**config.mk**
```make
export PLATFORM = sky130hd
export DESIGN_NAME = vending_machine_multi
export DESIGN_NICKNAME = d
export VERILOG_FILES = /design/src/rtl/vending_pkg.sv /design/src/rtl/change_dispenser.sv /design/src/rtl/vending_machine_multi.sv
export SDC_FILE = /design/constraint.sdc
export NUM_CORES = 1
export LEC_CHECK = 0
export BUFFER_PORTS_ARGS = -buffer_cell sky130_fd_sc_hd__buf_2
export CAP_MARGIN = 30
export CORE_MARGIN = 3
export CORE_UTILIZATION = 50
export DETAILED_ROUTE_END_ITERATION = 6
export HOLD_SLACK_MARGIN = 0.02
export PLACE_DENSITY = 0.7
export SYNTH_ARGS = -nofsm -noshare
export SYNTH_HDL_FRONTEND = slang
export SYNTH_HIERARCHICAL = 1
export SYNTH_SLANG_ARGS = --single-unit
```
**constraint.sdc**
```tcl
create_clock -name Clk -period 2.95 [get_ports Clk]
set_clock_uncertainty 0.1 [all_clocks]
set_input_delay 0.295 -clock Clk [delete_from_list [all_inputs] [get_ports Clk]]
set_output_delay 0.295 -clock Clk [all_outputs]
set_load 0.01 [all_outputs]
```
**src/rtl/vending_pkg.sv**
```systemverilog
// Shared definitions for the multi-product vending machine: coin values,
// FSM state encoding and a helper that pulls one price out of a packed vector.
package vending_pkg;

    localparam int NICKEL_C  = 5;
    localparam int DIME_C    = 10;
    localparam int QUARTER_C = 25;

    // Widest price / largest product count the price helper can unpack.
    localparam int PRICE_MAX_W = 16;
    localparam int PRICE_MAX_N = 16;

    typedef enum logic [1:0] {
        IDLE   = 2'd0,
        VEND   = 2'd1,
        CHANGE = 2'd2
    } state_e;

    // Returns price number idx from a packed price vector whose fields are cw
    // bits wide. Shifting left then right clears every bit above the field.
    function automatic logic [PRICE_MAX_W-1:0] price_of(
        input logic [PRICE_MAX_N*PRICE_MAX_W-1:0] prices,
        input int                                 idx,
        input int                                 cw
    );
        logic [PRICE_MAX_W-1:0] r;
        r = PRICE_MAX_W'(prices >> (idx * cw));
        r = r << (PRICE_MAX_W - cw);
        r = r >> (PRICE_MAX_W - cw);
        return r;
    endfunction

endpackage

```
**src/rtl/change_dispenser.sv**
```systemverilog
// Greedy coin selector: for a given credit picks the largest coin that fits.
// Used for both refunds and change after a sale.
module change_dispenser
    import vending_pkg::*;
#(
    parameter int CREDIT_W = 8
) (
    input  logic [CREDIT_W-1:0] credit,
    output logic [2:0]          coin_qdn,
    output logic [CREDIT_W-1:0] coin_val
);

    localparam logic [CREDIT_W-1:0] QV = CREDIT_W'(QUARTER_C);
    localparam logic [CREDIT_W-1:0] DV = CREDIT_W'(DIME_C);
    localparam logic [CREDIT_W-1:0] NV = CREDIT_W'(NICKEL_C);

    // Pick quarter, else dime, else nickel; nothing when credit is empty.
    always_comb begin
        coin_qdn = 3'b000;
        coin_val = {CREDIT_W{1'b0}};
        if (credit >= QV) begin
            coin_qdn = 3'b100;
            coin_val = QV;
        end else if (credit >= DV) begin
            coin_qdn = 3'b010;
            coin_val = DV;
        end else if (credit != {CREDIT_W{1'b0}}) begin
            coin_qdn = 3'b001;
            coin_val = NV;
        end else begin
            coin_qdn = 3'b000;
            coin_val = {CREDIT_W{1'b0}};
        end
    end

endmodule

```
**src/rtl/vending_machine_multi.sv**
```systemverilog
// Multi-product vending controller: accumulates coin credit, sells one of
// NUM_PRODUCTS items and pays change/refunds as one coin pulse per cycle.
module vending_machine_multi
    import vending_pkg::*;
#(
    parameter int                            NUM_PRODUCTS = 4,
    parameter int                            SEL_W        = 2,
    parameter int                            CREDIT_W     = 8,
    parameter int                            MAX_CREDIT   = 100,
    parameter logic [NUM_PRODUCTS*CREDIT_W-1:0] PRICES    = {8'd65, 8'd50, 8'd35, 8'd25}
) (
    input  logic                Clk,
    input  logic                Rst,
    input  logic                N,
    input  logic                D,
    input  logic                Q,
    input  logic [SEL_W-1:0]    Sel,
    input  logic                Buy,
    input  logic                Cancel,
    output logic                Candy,
    output logic [SEL_W-1:0]    VendSel,
    output logic [CREDIT_W-1:0] Credit,
    output logic                RetQ,
    output logic                RetD,
    output logic                RetN,
    output logic                Busy,
    output logic                Reject,
    output logic                Short
);

    localparam int NUM_SLOTS = 1 << SEL_W;
    localparam logic [CREDIT_W:0] MAX_C_W = (CREDIT_W + 1)'(MAX_CREDIT);
    localparam logic [PRICE_MAX_N*PRICE_MAX_W-1:0] PRICES_EXT =
        (PRICE_MAX_N * PRICE_MAX_W)'(PRICES);

    // ---------------- elaboration-time parameter checks ----------------
    if (NUM_PRODUCTS < 1 || NUM_PRODUCTS > PRICE_MAX_N) begin : g_bad_num
        $error("NUM_PRODUCTS out of range 1..16");
    end
    if (CREDIT_W < 1 || CREDIT_W > PRICE_MAX_W) begin : g_bad_cw
        $error("CREDIT_W out of supported range");
    end
    if (NUM_SLOTS < NUM_PRODUCTS) begin : g_bad_sel
        $error("SEL_W too narrow for NUM_PRODUCTS");
    end
    if ((MAX_CREDIT % 5) != 0 || MAX_CREDIT >= (1 << CREDIT_W)) begin : g_bad_max
        $error("MAX_CREDIT must be a multiple of 5 below 2**CREDIT_W");
    end

    // Price table indexed directly by Sel; unused slots are marked invalid.
    logic [CREDIT_W-1:0] price_tbl [NUM_SLOTS];
    logic [NUM_SLOTS-1:0] slot_valid;

    for (genvar gi = 0; gi < NUM_SLOTS; gi++) begin : g_slot
        if (gi < NUM_PRODUCTS) begin : g_prod
            localparam int P = int'(price_of(PRICES_EXT, gi, CREDIT_W));
            if (P == 0 || (P % 5) != 0 || P > MAX_CREDIT) begin : g_bad_price
                $error("price must be a nonzero multiple of 5 not above MAX_CREDIT");
            end
            assign price_tbl[gi]  = CREDIT_W'(P);
            assign slot_valid[gi] = 1'b1;
        end else begin : g_empty
            assign price_tbl[gi]  = {CREDIT_W{1'b0}};
            assign slot_valid[gi] = 1'b0;
        end
    end

    // ---------------- state and output registers ----------------
    state_e              state_q, state_d;
    logic [CREDIT_W-1:0] credit_q, credit_d;
    logic                candy_q, candy_d;
    logic [SEL_W-1:0]    vend_sel_q, vend_sel_d;
    logic [2:0]          ret_q, ret_d;
    logic                busy_q, busy_d;
    logic                reject_q, reject_d;
    logic                short_q, short_d;

    // ---------------- combinational helpers ----------------
    logic [2:0]          disp_qdn_s;
    logic [CREDIT_W-1:0] disp_val_s;
    logic [CREDIT_W-1:0] credit_left_s;
    logic [CREDIT_W-1:0] coin_val_s;
    logic                coin_one_s;
    logic                coin_any_s;
    logic [CREDIT_W:0]   coin_sum_s;
    logic [CREDIT_W-1:0] sel_price_s;
    logic                buy_ok_s;

    change_dispenser #(
        .CREDIT_W (CREDIT_W)
    ) u_change (
        .credit   (credit_q),
        .coin_qdn (disp_qdn_s),
        .coin_val (disp_val_s)
    );

    // Decode the coin inputs and evaluate the purchase request.
    always_comb begin
        coin_any_s = N | D | Q;
        case ({Q, D, N})
            3'b001: begin
                coin_one_s = 1'b1;
                coin_val_s = CREDIT_W'(NICKEL_C);
            end
            3'b010: begin
                coin_one_s = 1'b1;
                coin_val_s = CREDIT_W'(DIME_C);
            end
            3'b100: begin
                coin_one_s = 1'b1;
                coin_val_s = CREDIT_W'(QUARTER_C);
            end
            default: begin
                coin_one_s = 1'b0;
                coin_val_s = {CREDIT_W{1'b0}};
            end
        endcase
        coin_sum_s    = {1'b0, credit_q} + {1'b0, coin_val_s};
        sel_price_s   = price_tbl[Sel];
        buy_ok_s      = slot_valid[Sel] && ({1'b0, credit_q} >= {1'b0, sel_price_s});
        credit_left_s = credit_q - disp_val_s;
    end

    // Next-state and next-output logic for the IDLE/VEND/CHANGE controller.
    always_comb begin
        state_d    = state_q;
        credit_d   = credit_q;
        candy_d    = 1'b0;
        vend_sel_d = {SEL_W{1'b0}};
        ret_d      = 3'b000;
        reject_d   = 1'b0;
        short_d    = 1'b0;
        case (state_q)
            IDLE: begin
                if (Cancel) begin
                    reject_d = coin_any_s;
                    if (credit_q != {CREDIT_W{1'b0}}) begin
                        ret_d    = disp_qdn_s;
                        credit_d = credit_left_s;
                        state_d  = (credit_left_s == {CREDIT_W{1'b0}}) ? IDLE : CHANGE;
                    end else begin
                        state_d = IDLE;
                    end
                end else if (Buy) begin
                    reject_d = coin_any_s;
                    if (buy_ok_s) begin
                        state_d    = VEND;
                        candy_d    = 1'b1;
                        vend_sel_d = Sel;
                        credit_d   = credit_q - sel_price_s;
                    end else begin
                        short_d = 1'b1;
                    end
                end else if (coin_any_s) begin
                    if (coin_one_s && (coin_sum_s <= MAX_C_W)) begin
                        credit_d = coin_sum_s[CREDIT_W-1:0];
                    end else begin
                        reject_d = 1'b1;
                    end
                end else begin
                    state_d = IDLE;
                end
            end
            VEND, CHANGE: begin
                // Change paying starts straight out of VEND so the first
                // coin appears two cycles after Buy.
                reject_d = coin_any_s;
                if (credit_q != {CREDIT_W{1'b0}}) begin
                    ret_d    = disp_qdn_s;
                    credit_d = credit_left_s;
                    state_d  = (credit_left_s == {CREDIT_W{1'b0}}) ? IDLE : CHANGE;
                end else begin
                    state_d = IDLE;
                end
            end
            default: begin
                state_d  = IDLE;
                credit_d = {CREDIT_W{1'b0}};
            end
        endcase
        busy_d = (state_d != IDLE);
    end

    // Register state and all outputs; synchronous reset clears everything.
    always_ff @(posedge Clk) begin
        if (Rst) begin
            state_q    <= IDLE;
            credit_q   <= {CREDIT_W{1'b0}};
            candy_q    <= 1'b0;
            vend_sel_q <= {SEL_W{1'b0}};
            ret_q      <= 3'b000;
            busy_q     <= 1'b0;
            reject_q   <= 1'b0;
            short_q    <= 1'b0;
        end else begin
            state_q    <= state_d;
            credit_q   <= credit_d;
            candy_q    <= candy_d;
            vend_sel_q <= vend_sel_d;
            ret_q      <= ret_d;
            busy_q     <= busy_d;
            reject_q   <= reject_d;
            short_q    <= short_d;
        end
    end

    assign Candy   = candy_q;
    assign VendSel = vend_sel_q;
    assign Credit  = credit_q;
    assign RetQ    = ret_q[2];
    assign RetD    = ret_q[1];
    assign RetN    = ret_q[0];
    assign Busy    = busy_q;
    assign Reject  = reject_q;
    assign Short   = short_q;

endmodule

```
==> insert_results.sql <==
INSERT INTO impl_metrics (metric_group, metric, value, unit) VALUES
('critical_path', 'r2r_cells', '14', ''),
('sta', 'finalHoldViolCount', '0', ''),
('status', 'outcome', 'finished, violations left', ''),
('sta', 'finalWorstPathRequiredPeriod', '3.04', 'ns'),
('clock_network', 'worst_skew_pair_later_pin_latency', '0.27', 'ns'),
('floorplan', 'die_ht', '71.9', 'um'),
('critical_path', 'ff2ff_setup_slack', '-0.09', 'ns'),
('synth', 'postSynth.asyncResetShare', '0', ''),
('critical_path', 'crit_path_category', 'reg -> reg', ''),
('route', 'drt_pass1_iterations', '7', ''),
('floorplan', 'initial_utilization', '0.532', ''),
('route', 'vias', '2253', ''),
('synth', 'synth_top_area_frac', '0.175', ''),
('route', 'drc_errors', '4', ''),
('synth', 'synth_flop_cell', 'dfxtp_1', ''),
('pwr', 'switching_share', '0.491', ''),
('clock_network', 'cts_inserted_buffers', '3', ''),
('route', 'routed-wl-met3', '455', 'um'),
('global_routing', 'grt_pass1_vias', '2080', ''),
('floorplan', 'die-area', '5170', 'um^2'),
('status', 'violated_checks', 'design-rule violations, negative setup slack', ''),
('pwr', 'netSwitchingPower', '1.42', 'mW'),
('synth', 'ys_types', '64', ''),
('clock_network', 'ctsHtreeMaxLevel', '1', ''),
('synth', 'postSynthAreaPerCell', '8.05', 'um^2'),
('floorplan', 'placementRows', '23', ''),
('placed_design', 'port_buffers', '25', ''),
('global_routing', 'maximum_number_of_pins_on_one_net_before_global_route_repair', '13', ''),
('placed_design', 'dpl.cell_count', '370', ''),
('floorplan', 'ios', '26', ''),
('sta', 'fmax', '329', 'MHz'),
('hold_path', 'hold_path_depth', '2', ''),
('global_routing', 'first_pass_grt_wire_length', '9720', 'um'),
('placed_design', 'place_hpwl', '4620', 'um'),
('global_routing', 'number_of_antenna_violations_at_the_first_check_in_global_routing', '0', ''),
('route', 'routed_wire_length_per_instance', '16.5', 'um'),
('sta', 'report.final.setup_viol', '2', ''),
('run', 'max_cap_violations', '0', ''),
('route', 'routedLengthMet1', '2760', 'um'),
('placed_design', 'place.gp.congestion', '0.947', ''),
('route', 'drt_iter0_drc', '260', ''),
('sta', 'final_min_period_over_clock_period', '1.03', ''),
('pwr', 'ir_drop', '0.000707', 'V'),
('synth', 'ys_top_cells_by_area', 'dfxtp_1, ha_1, a21oi_1', ''),
('synth', 'yosysMostFrequentCell', 'inv_1', ''),
('cells_and_area', 'antennaDiodeCount', '0', ''),
('clock_network', 'cts-root-buf', 'clkbuf_8', ''),
('route', 'wirelength', '6240', 'um'),
('clock_network', 'cts_hold_repair.buffers', '0', ''),
('hold_path', 'hold_end', 'VendSel[0]$_SDFF_PP0_', ''),
('clock_network', 'cts_sinks', '19', ''),
('pwr', 'clockPowerShare', '0.069', ''),
('synth', 'synth-edff-count', '0', ''),
('floorplan', 'die_width', '71.9', 'um'),
('critical_path', 'slowest_stage_cell_crit_path', 'dfxtp_2', ''),
('critical_path', 'critPathMostFrequentCell', 'a21oi_2', ''),
('critical_path', 'r2r-end', 'Busy$_SDFF_PP0_', ''),
('critical_path', 'slowest_delay', '0.37', 'ns'),
('synth', 'yosys_register_bits', '19', ''),
('critical_path', 'worst_setup_path_start_kind', 'flop', ''),
('clock_network', 'maximum_number_of_buffers_from_clock_root_to_sink', '2', ''),
('critical_path', 'critical_path.endpoint_type', 'flop', ''),
('sta', 'grt_setup_unrepaired', 'true', ''),
('synth', 'synth-seq-area-share', '0.175', ''),
('pwr', 'power_leakage', '1.30', 'nW'),
('global_routing', 'globalRouteOverflowTotal', '0', ''),
('route', 'met2WireLength', '2710', 'um'),
('cells_and_area', 'stdcell_count', '377', ''),
('sta', 'fin_ws', '-0.0940', 'ns'),
('critical_path', 'timing.critical_path.cells', 'or3_4 > a21boi_2 > buf_4 > o31ai_4 > ha_2 > inv_2 > fa_2 > a21o_1 > a21oi_2 > xor2_2 > nor4b_4 > nand4b_1 > a21oi_2 > a21oi_1', ''),
('route', 'vias_per_cell', '5.98', '');
## through the flow
step           total power [mW]  setup WS, ns  cell area (um^2)  hold slack (ns)  utilization
5_1_grt                    3.07        -0.135              2760            0.191        0.675
4_1_cts                    2.55       0.00933              2630            0.180        0.644
2_1_floorplan              1.70        0.0295              2180            0.283            -
6_report                   2.89       -0.0940              2760            0.162        0.675
3_3_place_gp               2.27        -0.124              2560            0.433        0.626
3_5_place_dp               2.28        -0.177              2560            0.446        0.626
## cell usage in the layout, fill, tap and decap left out, types with 3 or more instances in the layout
cell       n
buf_4     36
inv_1     26
buf_2     25
ha_1      21
nor2_1    19
a21oi_1   18
dfxtp_1   16
nand2_1   10
o21ai_0   10
nor3_1     9
xor2_1     8
o21ai_1    7
nand3_1    7
a21oi_2    5
and3_1     5
mux2i_1    5
o21a_1     4
a21o_1     4
xnor2_1    4
nor4_1     4
dfxtp_2    3
or2_2      3
nand2b_4   3
o21bai_1   3
a22oi_1    3
o211ai_1   3
a211oi_1   3
clkbuf_8   3
conb_1     3
## flip-flops by register name, summed over array words and instances, names as in the netlist
name / count
Credit: 8
Short: 1
Candy: 1
ret_q: 3
Reject: 1
Busy: 1
VendSel: 2
state_q: 2
## layer usage
| layer | up-vias | track usage |
|---|---|---|
| met3 | 43 | 0.0235 |
| met4 | 0 | 0.0835 |
| met5 | - | 0 |
| met2 | 108 | 0.394 |
| li1 | 1090 | - |
| met1 | 1012 | 0.319 |
## worst max path at each step
stage	start	endpoint	slack, ns	depth (start not counted)
after CTS	Credit[2]$_SDFFE_PP0P_	Credit[5]$_SDFFE_PP0P_	0.009	12
after global placement	Credit[2]$_SDFFE_PP0P_	Busy$_SDFF_PP0_	-0.12	13
final	Credit[2]$_SDFFE_PP0P_	Busy$_SDFF_PP0_	-0.09	14
after detailed placement	D	Credit[1]$_SDFFE_PP0P_	-0.18	14
after floorplan	Credit[2]$_SDFFE_PP0P_	Busy$_SDFF_PP0_	0.03	13
after global routing	Credit[1]$_SDFFE_PP0P_	Busy$_SDFF_PP0_	-0.14	14
## worst max-delay path: cells and delay by family (launching register included)
family / cells / cell delay, ns
xor+xnor: 1 / 0.25
fa+ha+maj: 2 / 0.59
compound gates: 6 / 0.89
buf+inv: 2 / 0.18
simple gates: 3 / 0.57
flops: 1 / 0.37
## cell type report
cell class              count  area, um^2
clock buffers               3        41.3
clock inverters             1        5.00
fillers                   340        1330
inverters                  28         105
multi-input cells         215        1770
flip-flops and latches     19         384
well taps                  50        62.6
repair buffers             61         395
## repair_timing
action                     4_1_cts  5_1_grt
pin swaps                        3       13
buffers inserted                 0        3
gates resized for setup          6       20
setup endpoints to repair        3        9
## power groups by stage
stage / Clock (mW) / Combinational (mW) / Sequential, mW
2_1_floorplan: 0 / 1.27 / 0.431
3_3_place_gp: 0 / 1.90 / 0.369
3_5_place_dp: 0 / 1.91 / 0.370
4_1_cts: 0.190 / 2.00 / 0.365
5_1_grt: 0.203 / 2.49 / 0.376
6_report: 0.199 / 2.32 / 0.366
## cell families after synthesis
kind of cell,after synthesis,share of synthesized area
compound gates,82,0.274
xor+xnor,16,0.0679
fa+ha+maj,26,0.160
buf+inv,38,0.0760
flops,19,0.175
mux,5,0.0230
other cells,1,0.00173
simple gates,83,0.222
No activity file was read; power rests on OpenSTA's default activity.
